===== src/rtl/rr_mux_stream.sv =====
`default_nettype none
// ============================================================================
// Module   : rr_mux_stream
// Brief    : Registered M-to-1 valid/ready stream mux, round-robin or fixed
//            priority arbitration, single output register stage.
// Revision : 1.0 - initial release
// ============================================================================
module rr_mux_stream #(
    parameter int N  = 32,
    parameter int M  = 4,
    parameter int RR = 1,
    parameter int SW = $clog2(M)
) (
    input  logic             clk,
    input  logic             rst,
    input  logic [M*N-1:0]   in_data,
    input  logic [M-1:0]     in_valid,
    output logic [M-1:0]     in_ready,
    output logic [N-1:0]     out_data,
    output logic             out_valid,
    input  logic             out_ready,
    output logic [SW-1:0]    out_sel
);

    logic [SW-1:0] r_ptr;
    logic [SW-1:0] r_out_sel;
    logic [N-1:0]  r_out_data;
    logic          r_out_valid;

    logic          w_load;
    logic          w_gnt_found;
    logic          w_in_hs;
    logic [SW-1:0] w_gnt_idx;
    logic [SW-1:0] w_scan_idx;
    logic [SW-1:0] w_ptr_nxt;
    logic [N-1:0]  w_ch [M];

    for (genvar c = 0; c < M; c++) begin : g_unpack
        assign w_ch[c] = in_data[c*N +: N];
    end

    assign w_load = ~r_out_valid | out_ready;

    // First valid channel starting at r_ptr (RR) or at channel 0 (fixed priority).
    always_comb begin
        w_gnt_found = 1'b0;
        w_gnt_idx   = '0;
        w_scan_idx  = '0;
        for (int i = 0; i < M; i++) begin
            w_scan_idx = (RR != 0) ? SW'((int'(r_ptr) + i) % M) : SW'(i);
            if (!w_gnt_found && in_valid[w_scan_idx]) begin
                w_gnt_found = 1'b1;
                w_gnt_idx   = w_scan_idx;
            end
        end
    end

    assign w_in_hs   = w_load & w_gnt_found;
    assign w_ptr_nxt = (w_gnt_idx == SW'(M - 1)) ? '0 : w_gnt_idx + 1'b1;

    // Gated by rst so producers never see ready while the block is held in reset.
    assign in_ready = (w_in_hs && !rst) ? (M'(1) << w_gnt_idx) : '0;

    always_ff @(posedge clk or posedge rst) begin
        if (rst) begin
            r_out_valid <= 1'b0;
            r_out_data  <= '0;
            r_out_sel   <= '0;
            r_ptr       <= '0;
        end else if (w_in_hs) begin
            r_out_valid <= 1'b1;
            r_out_data  <= w_ch[w_gnt_idx];
            r_out_sel   <= w_gnt_idx;
            if (RR != 0) begin
                r_ptr <= w_ptr_nxt;
            end
        end else if (out_ready) begin
            r_out_valid <= 1'b0;
        end
    end

    assign out_valid = r_out_valid;
    assign out_data  = r_out_data;
    assign out_sel   = r_out_sel;

endmodule
`default_nettype wire


===== config.mk =====
export PLATFORM = sky130hd
export DESIGN_NAME = rr_mux_stream
export DESIGN_NICKNAME = d
export VERILOG_FILES = /design/src/rtl/rr_mux_stream.sv
export SDC_FILE = /design/constraint.sdc
export NUM_CORES = 1
export LEC_CHECK = 0
export ABC_AREA = 1
export CAP_MARGIN = 5
export CORE_UTILIZATION = 38
export CTS_BUF_LIST = sky130_fd_sc_hd__clkbuf_16
export DETAILED_ROUTE_END_ITERATION = 12
export PLACE_DENSITY = 0.82
export SYNTH_ARGS = -nofsm -noshare
export SYNTH_HDL_FRONTEND = slang
export SYNTH_SLANG_ARGS = --single-unit

===== constraint.sdc =====
create_clock -name clk -period 2.2 [get_ports clk]
set_input_delay 0.33 -clock clk [delete_from_list [all_inputs] [get_ports clk]]
set_output_delay 0.33 -clock clk [all_outputs]
set_load 0.01 [all_outputs]

# Word level (Yosys, flattened, before mapping)
# Cells that the tools add are included.
# classes
add_sub_neg,4
n_lt_le_gt_ge,5
n_eq_ne,1
shift,1
muxes,23
bitwise,4
reduce_logical,9
# ops
cell,n
$bmux 32 s2,1
$mux 32,2
$lt 2x3->1 const B,4
$mux 1,10
$mux 2,5
$bmux 1 s2,4
$add 2x1->2 const B,2
$add 2x2->2 const B,2
$logic_and 1x1->1,4
$logic_not 1->1,4
$mux 4,1
$shl 1x2->4 const A,1
$ge 3x3->1 const B,1
$not 2->3,1
$eq 2x2->1 const B,1
$reduce_bool 2->1,1
$and 1x1->1,1
$not 1->1,1
$or 1x1->1,1
# totals
regBits,37
in_bits,135
elab_cells,51

# Longest topological paths before layout
# Gate-level depths: netlist of the first run.
# depth
word_depth,16
depth_mapped,17
depth_no_buf,15

# Worst setup path before layout of the first run
# OpenSTA, ideal clock, no wires.
# synth_path
kind,flip-flop to output port
start,register r_ptr[0]
end,output port in_ready[3]
arrival_time_ns,1.786
path_slack_ns,0.084
path_stages_with_launch,15
path_buffers,2
cell_sequence,dfrtp_1 -> buf_6 -> inv_6 -> nand2_1 -> nand3_1 -> nand2_2 -> inv_1 -> nand2_1 -> nand2_2 -> nand3_4 -> inv_2 -> buf_2 -> ha_1 -> inv_1 -> nor2_1
# synth_between
elab_chain_len,15
word_cells_on_any_way,29
# synth_rtl
item,line,source
from (decl),25,logic [SW-1:0] r_ptr;
from (signal assigned),75,r_ptr <= w_ptr_nxt;
branches (longest 14 deep; another with $add 2x1->2),--,
$mux 4 (*),62,assign in_ready = (w_in_hs && !rst) ? (M'(1) << w_gnt_idx) : '0;
to (decl),18,"output logic [M-1:0] in_ready,"
# Every way passes the cells marked *. The select of a mux whose other input is x is not followed.

# Worst setup path after layout of the first run
# Ends and elaborated chain as after synthesis.

==> results.cfg, run 1 <==
[run_status]
status = finished, violations left
failed_checks = negative setup slack

[place]
dp_hpwl_um = 6870
dpl_cell_area_mm2 = 0.00465
gp_congestion = 0.879
port_buffers = 173
pre_cts_ws_ns = -0.572
post-place-cells = 729

[cells_and_area]
fin_cells = 749
fill_cells = 544
fin_area_mm2 = 0.00514
final_layout_size_suffix_gt1_share_pct = 14.6
multiInputGateArea_mm2 = 0.00177
nets = 787
diodes = 0
syn2layout_area_growth_pct = 80.6
regArea_um2 = 928

[critical_path]
crit_start = r_ptr[0]$_DFFE_PP0P_
worstPathArrival_ns = 2.16
reg2reg_to = out_data[21]$_DFFE_PP0P_
worst_ep_required_time_ns = 1.87
endpoint_kind = output pin
r2r_setup_slack_ns = -0.12
critPathLaunchType = flip-flop
crit_type = flip-flop to output pin
r2r_cells = 15
r2r_start = r_ptr[0]$_DFFE_PP0P_
cp_max_fo = 7

[clocking]
tritoncts = done
cts_buffers = 5
h-tree-depth = 2
cts_buffer_depth = 2
clkSinkCount = 37
worstSkewPairLatency_ns = 0.27
cts_hold_buf = 0
ctsRootBufferMaster = clkbuf_16
clkTransAtPathRegs_ns = 0.05

[sta]
skew_ns = 0.00369
period_minus_slack_ns = 2.49
rsz0062_at_grt = true
setup_viol = 17
finalMaxSlewViolations = 0
finalHoldViolCount = 0
fmax_ghz = 0.402
worst_pin_slew_ns = 0.485
setup_slack_ns = -0.290
period_share_pct = 113
slew_headroom_pct = 67.7

[floorplanning]
rows = 31
placeableCoreArea_mm2 = 0.00725
die_w_um = 88.5
die_h_um = 88.5
ios = 174
start_util_pct = 39.2
die_area_mm2 = 0.00783

[power_and_ir_drop]
pwr_density_cell_mw_per_mm2 = 1690
total_power_uw = 8670
ir_drop_uv = 1110
power_leakage_uw = 0.00251

[grt]
grt_pass1_wl_um = 14800
grtUsageTotal_pct = 24.3
grt_max_degree = 52
antenna_found_initial = 0
overflow = 0
grt_pass1_vias = 3281

[route]
drt-pass1-iter-count = 4
drc_errors = 0
vias_per_cell = 4.91
drtIter0Drc = 143
wl_um = 10600
antenna_left = 0
vias = 3677
wl_per_cell_um = 14.1

[logic_synthesis]
yosysWarnings = 0
syn_nets = 604
syn-cell-area_mm2 = 0.00284
syn_area_per_cell_um2 = 6.08
ys_types = 24
seq_area_frac_synth_pct = 32.6
synth-seq-cells = 37
syn_inst = 468

[min_path]
min_to = out_sel[1]$_DFFE_PP0P_
hold_start = out_sel[1]$_DFFE_PP0P_
holdPathStages = 2
worst_hold_path_type = flip-flop to flip-flop

[run]
max-cap-violations = 0
## repair_timing
action                                  4_1_cts  5_1_grt
endpoints found under the setup margin       36       36
cloned                                        1        1
gates resized for setup                      44       45
hold endpoints to repair                      0        0
pin swaps                                    13       20
setup buffers                                 8        5
## synth_stat cells, drive strengths merged
| library cell | n | area [µm²] |
|---|---|---|
| nand3 | 73 | 400 |
| o21ai | 33 | 165 |
| o21a | 1 | 7.51 |
| nand2 | 235 | 897 |
| inv | 47 | 181 |
| nor3 | 3 | 15.0 |
| nand4 | 2 | 12.5 |
| clkbuf | 7 | 27.5 |
| ha | 1 | 12.5 |
| o22ai | 1 | 6.26 |
| buf | 20 | 144 |
| dfrtp | 37 | 926 |
| a21boi | 1 | 7.51 |
| nor2 | 7 | 41.3 |
## how the worst max path moves through the flow
stage                     slack [ns]  depth (start not counted)           to
final                          -0.29                         13  in_ready[3]
after global routing           -0.36                         13  in_ready[3]
after CTS                      -0.15                         13  in_ready[3]
after detailed placement       -0.57                         13  in_ready[3]
after global placement         -0.48                         14  in_ready[3]
after floorplan                 0.08                         14  in_ready[3]
## power breakdown
part           internal (µW)  switching [µW]  leakage (µW)
Combinational           2830            3910       0.00199
Sequential              1070             217      0.000453
Clock                    404             240     0.0000655
## metrics by stage
| step | setup TNS [ns] | hold slack [ns] | utilization [%] |
|---|---|---|---|
| CTS | -0.424 | 0.487 | 67.8 |
| floorplan | 0 | 0.515 | - |
| global route | -4.72 | 0.511 | 70.8 |
| global placement | -12.50 | 0.466 | 64.1 |
| detailed placement | -15.38 | 0.473 | 64.1 |
| finish | -1.16 | 0.493 | 70.8 |
## cells by family (layout without fill, tap and decap cells)
logic type	count (synthesis)	count (layout)	synth area share, %
adder cells (fa/ha/maj)	1	1	0.440
buffers and inverters	74	255	12.4
AND/OR/NAND/NOR	320	321	48.0
AO/OA/AOI/OAI	36	36	6.56
flip-flops	37	37	32.6
## cell usage in the layout, fill, tap and decap left out, drive strengths merged
cell | Yosys | layout
nor3 | 3 | 3
ha | 1 | 1
clkbuf | 7 | 5
inv | 47 | 46
dlymetal6s2s | 0 | 1
o22ai | 1 | 1
o21ai | 33 | 33
nor2 | 7 | 8
nand3 | 73 | 73
o21a | 1 | 1
nand4 | 2 | 2
nand2 | 235 | 235
buf | 20 | 32
dlygate4sd2 | 0 | 1
dfrtp | 37 | 37
clkdlybuf4s50 | 0 | 167
a21boi | 1 | 1
clkinv | 0 | 3
## state kept, by name (all words and copies together), names as in the netlist
name and flops:
r_ptr 2, out_valid 1, out_data 32, out_sel 2
## routing by layer
| layer | up-vias | wire (µm) | global-route usage (%) |
|---|---|---|---|
| met3 | 20 | 741 | 5.88 |
| met4 | 0 | 186 | 5.72 |
| met2 | 157 | 5480 | 44.3 |
| met1 | 1678 | 4150 | 28.6 |
| li1 | 1822 | - | - |
| met5 | - | 0 | 0 |
## layout make-up
class	instances	share of cell area, %
Clock buffer	5	2.44
Multi-Input combinational cell	358	34.5
Sequential cell	37	18.1
Timing Repair inverter	1	0.122
Tap cell	99	2.41
Clock inverter	1	0.0974
Inverter	47	3.68
Timing Repair Buffer	201	38.7
## worst max-delay path: stages, from the launching register on
cell and delay (ns):
dfrtp_2 0.49, clkinv_4 0.14, nand2_4 0.10, nand2_4 0.08, nand2_2 0.08, nand2_2 0.06, nor2_4 0.16, nand3_2 0.12
nand3_4 0.14, buf_6 0.11, ha_4 0.13, inv_2 0.03, nor2_1 0.10, buf_2 0.14
No activity file was read; power rests on OpenSTA's default activity.
==> run 2, diff against run 1 <==
SETUP_SLACK_MARGIN = 0.15   (was not set)
==> run 2 against run 1 <==
Net effect: the run still ends with negative setup slack left; via count grew 2.1%; flip-flop and latch count is the same; power grew 13%; register-to-register slack gained 0.07 ns; sequential power is essentially flat; hold slack gained 0.0014 ns; clock power grew 3%; die area is the same; first-iteration DRC count shrank 2.1%; sequential share of layout area shrank 0.62 points; clock skew shrank 0.0019 ns; critical endpoint is now in_ready[2].
==> results.cfg, run 2 (same netlist as run 1, synthesis figures left out) <==
[cells_and_area]
regArea_um2 = 927
final_common_cell = nand2_1
fill_cells = 600
multiInputGateArea_mm2 = 0.00171
fin_cells = 767
largest_register_ff_count = 32
final_layout_size_suffix_gt1_share_pct = 15.9
diodes = 0
utilization_pct = 73.3
final_cell_mix = nand2_1, clkdlybuf4s50_1, nand3_1
nets = 803
syn2layout_area_growth_pct = 86.8

[clocking]
cts_buffer_depth = 2
cts_hold_buf = 0
ctsRootBufferMaster = clkbuf_16
cts_buffers = 5
clkTransAtPathRegs_ns = 0.05
h-tree-depth = 2
worstSkewPairLatency_ns = 0.27
tritoncts = done
clkSinkCount = 37

[critical_path]
endpoint_kind = output pin
worst_ep_required_time_ns = 1.87
worst-path-stages = 11
critPathLaunchType = flip-flop
reg2reg_to = out_data[21]$_DFFE_PP0P_
r2r_cells = 15
cpPeakStageDelay_ns = 0.49
worstPathArrival_ns = 2.09
path_buf_inv = 4
r2r_start = r_ptr[0]$_DFFE_PP0P_
cp_max_fo = 7
critPathMostFrequentCell = nand3_2
crit_type = flip-flop to output pin
crit_family = simple AND/OR/NAND/NOR gates
crit_path_top_delay_cell = dfrtp_2
r2r_setup_slack_ns = -0.05
cp_cell_sequence = inv_2 > nand2_1 > nand3_2 > nand2_4 > nor2_4 > nand3_2 > nand3_4 > buf_6 > inv_4 > nor3_2 > buf_2

[floorplanning]
ios = 174
die_area_mm2 = 0.00783
rows = 31
placeableCoreArea_mm2 = 0.00725
die_h_um = 88.5
die_w_um = 88.5
start_util_pct = 39.2

[place]
dp_hpwl_um = 6910
gp_congestion = 0.857
port_buffers = 173
post-place-cells = 731

[min_path]
hold_start = out_data[23]$_DFFE_PP0P_
holdPathStages = 2
worst_hold_path_type = flip-flop to flip-flop
min_to = out_data[23]$_DFFE_PP0P_

[route]
vias_per_cell = 4.89
drtIter0Drc = 140
vias = 3754
wl_per_cell_um = 14.4
antenna_left = 0
drc_errors = 0
wl_um = 11000
drt-pass1-iter-count = 4

[sta]
setup_viol = 29
setup_slack_ns = -0.223
fmax_ghz = 0.413
skew_ns = 0.00179
period_share_pct = 110
slew_headroom_pct = 68.1
rsz0062_at_grt = true
finalMaxSlewViolations = 0
period_minus_slack_ns = 2.42
worst_pin_slew_ns = 0.478
finalHoldViolCount = 0
tns_ns = -1.31

[power_and_ir_drop]
ir_drop_uv = 1170
pwr_density_cell_mw_per_mm2 = 1840
power_leakage_uw = 0.00262

[grt]
grt_pass1_wl_um = 17400
grtUsageTotal_pct = 28.9
grt_pass1_vias = 3775
overflow = 0
grt_max_degree = 49
antenna_found_initial = 0

[run_status]
status = finished, violations left
failed_checks = negative setup slack

[run]
max-cap-violations = 0
-- run 2: worst max-delay path by stage --
stage,startpoint,to,slack (ns)
5_1_grt,r_ptr[0]$_DFFE_PP0P_,in_ready[2],-0.28
3_5_place_dp,in_valid[0],in_ready[3],-0.56
4_1_cts,r_ptr[0]$_DFFE_PP0P_,in_ready[3],-0.09
2_1_floorplan,rst,in_ready[2],0.14
6_report,r_ptr[0]$_DFFE_PP0P_,in_ready[2],-0.22
3_3_place_gp,in_valid[0],in_ready[3],-0.48
-- run 2: per-layer routing --
layer / GRT usage [%] / vias up / routed length [µm]
met2: 53.5 / 171 / 5540
met5: 0 / - / 0
met1: 31.3 / 1692 / 4270
met3: 7.46 / 28 / 916
li1: - / 1863 / -
met4: 11.7 / 0 / 279
-- run 2: area by class of cell --
cell class	count	share of cell area [%]
timing repair buffer	217	41.8
multi-input combinational	358	32.2
sequential	37	17.4
inverter	47	3.56
clock buffer	5	2.35
tap	99	2.33
clock inverter	3	0.259
timing repair inverter	1	0.0706
-- run 2: stage by stage --
stage | area [µm²] | worst slack (ns) | power, µW | hold WS [ns]
2_1_floorplan | 2850 | 0.144 | 5150 | 0.515
3_3_place_gp | 4670 | -0.481 | 6790 | 0.465
3_5_place_dp | 4670 | -0.556 | 6920 | 0.473
4_1_cts | 5280 | -0.0853 | 9620 | 0.497
5_1_grt | 5310 | -0.278 | 10600 | 0.509
6_report | 5310 | -0.223 | 9780 | 0.494
-- run 2: repair_timing --
| action | CTS | global route |
|---|---|---|
| cloned | 6 | 0 |
| gates resized for setup | 83 | 12 |
| buffers inserted | 22 | 0 |
| setup endpoints to repair | 39 | 41 |
| pin swaps | 29 | 4 |
-- run 2: report_power, final --
part           internal, µW  switching, µW  total, µW
registers              1060            211       1270
logic                  3660           4190       7840
clock network           411            252        663
total                  5130           4650       9780
-- run 2: worst reg2reg max path, delay by kind of cell (launching register included) --
kind | cells | cell delay, ns
buffers and inverters | 4 | 0.63
AND/OR/NAND/NOR | 11 | 1.02
flip-flops | 1 | 0.49
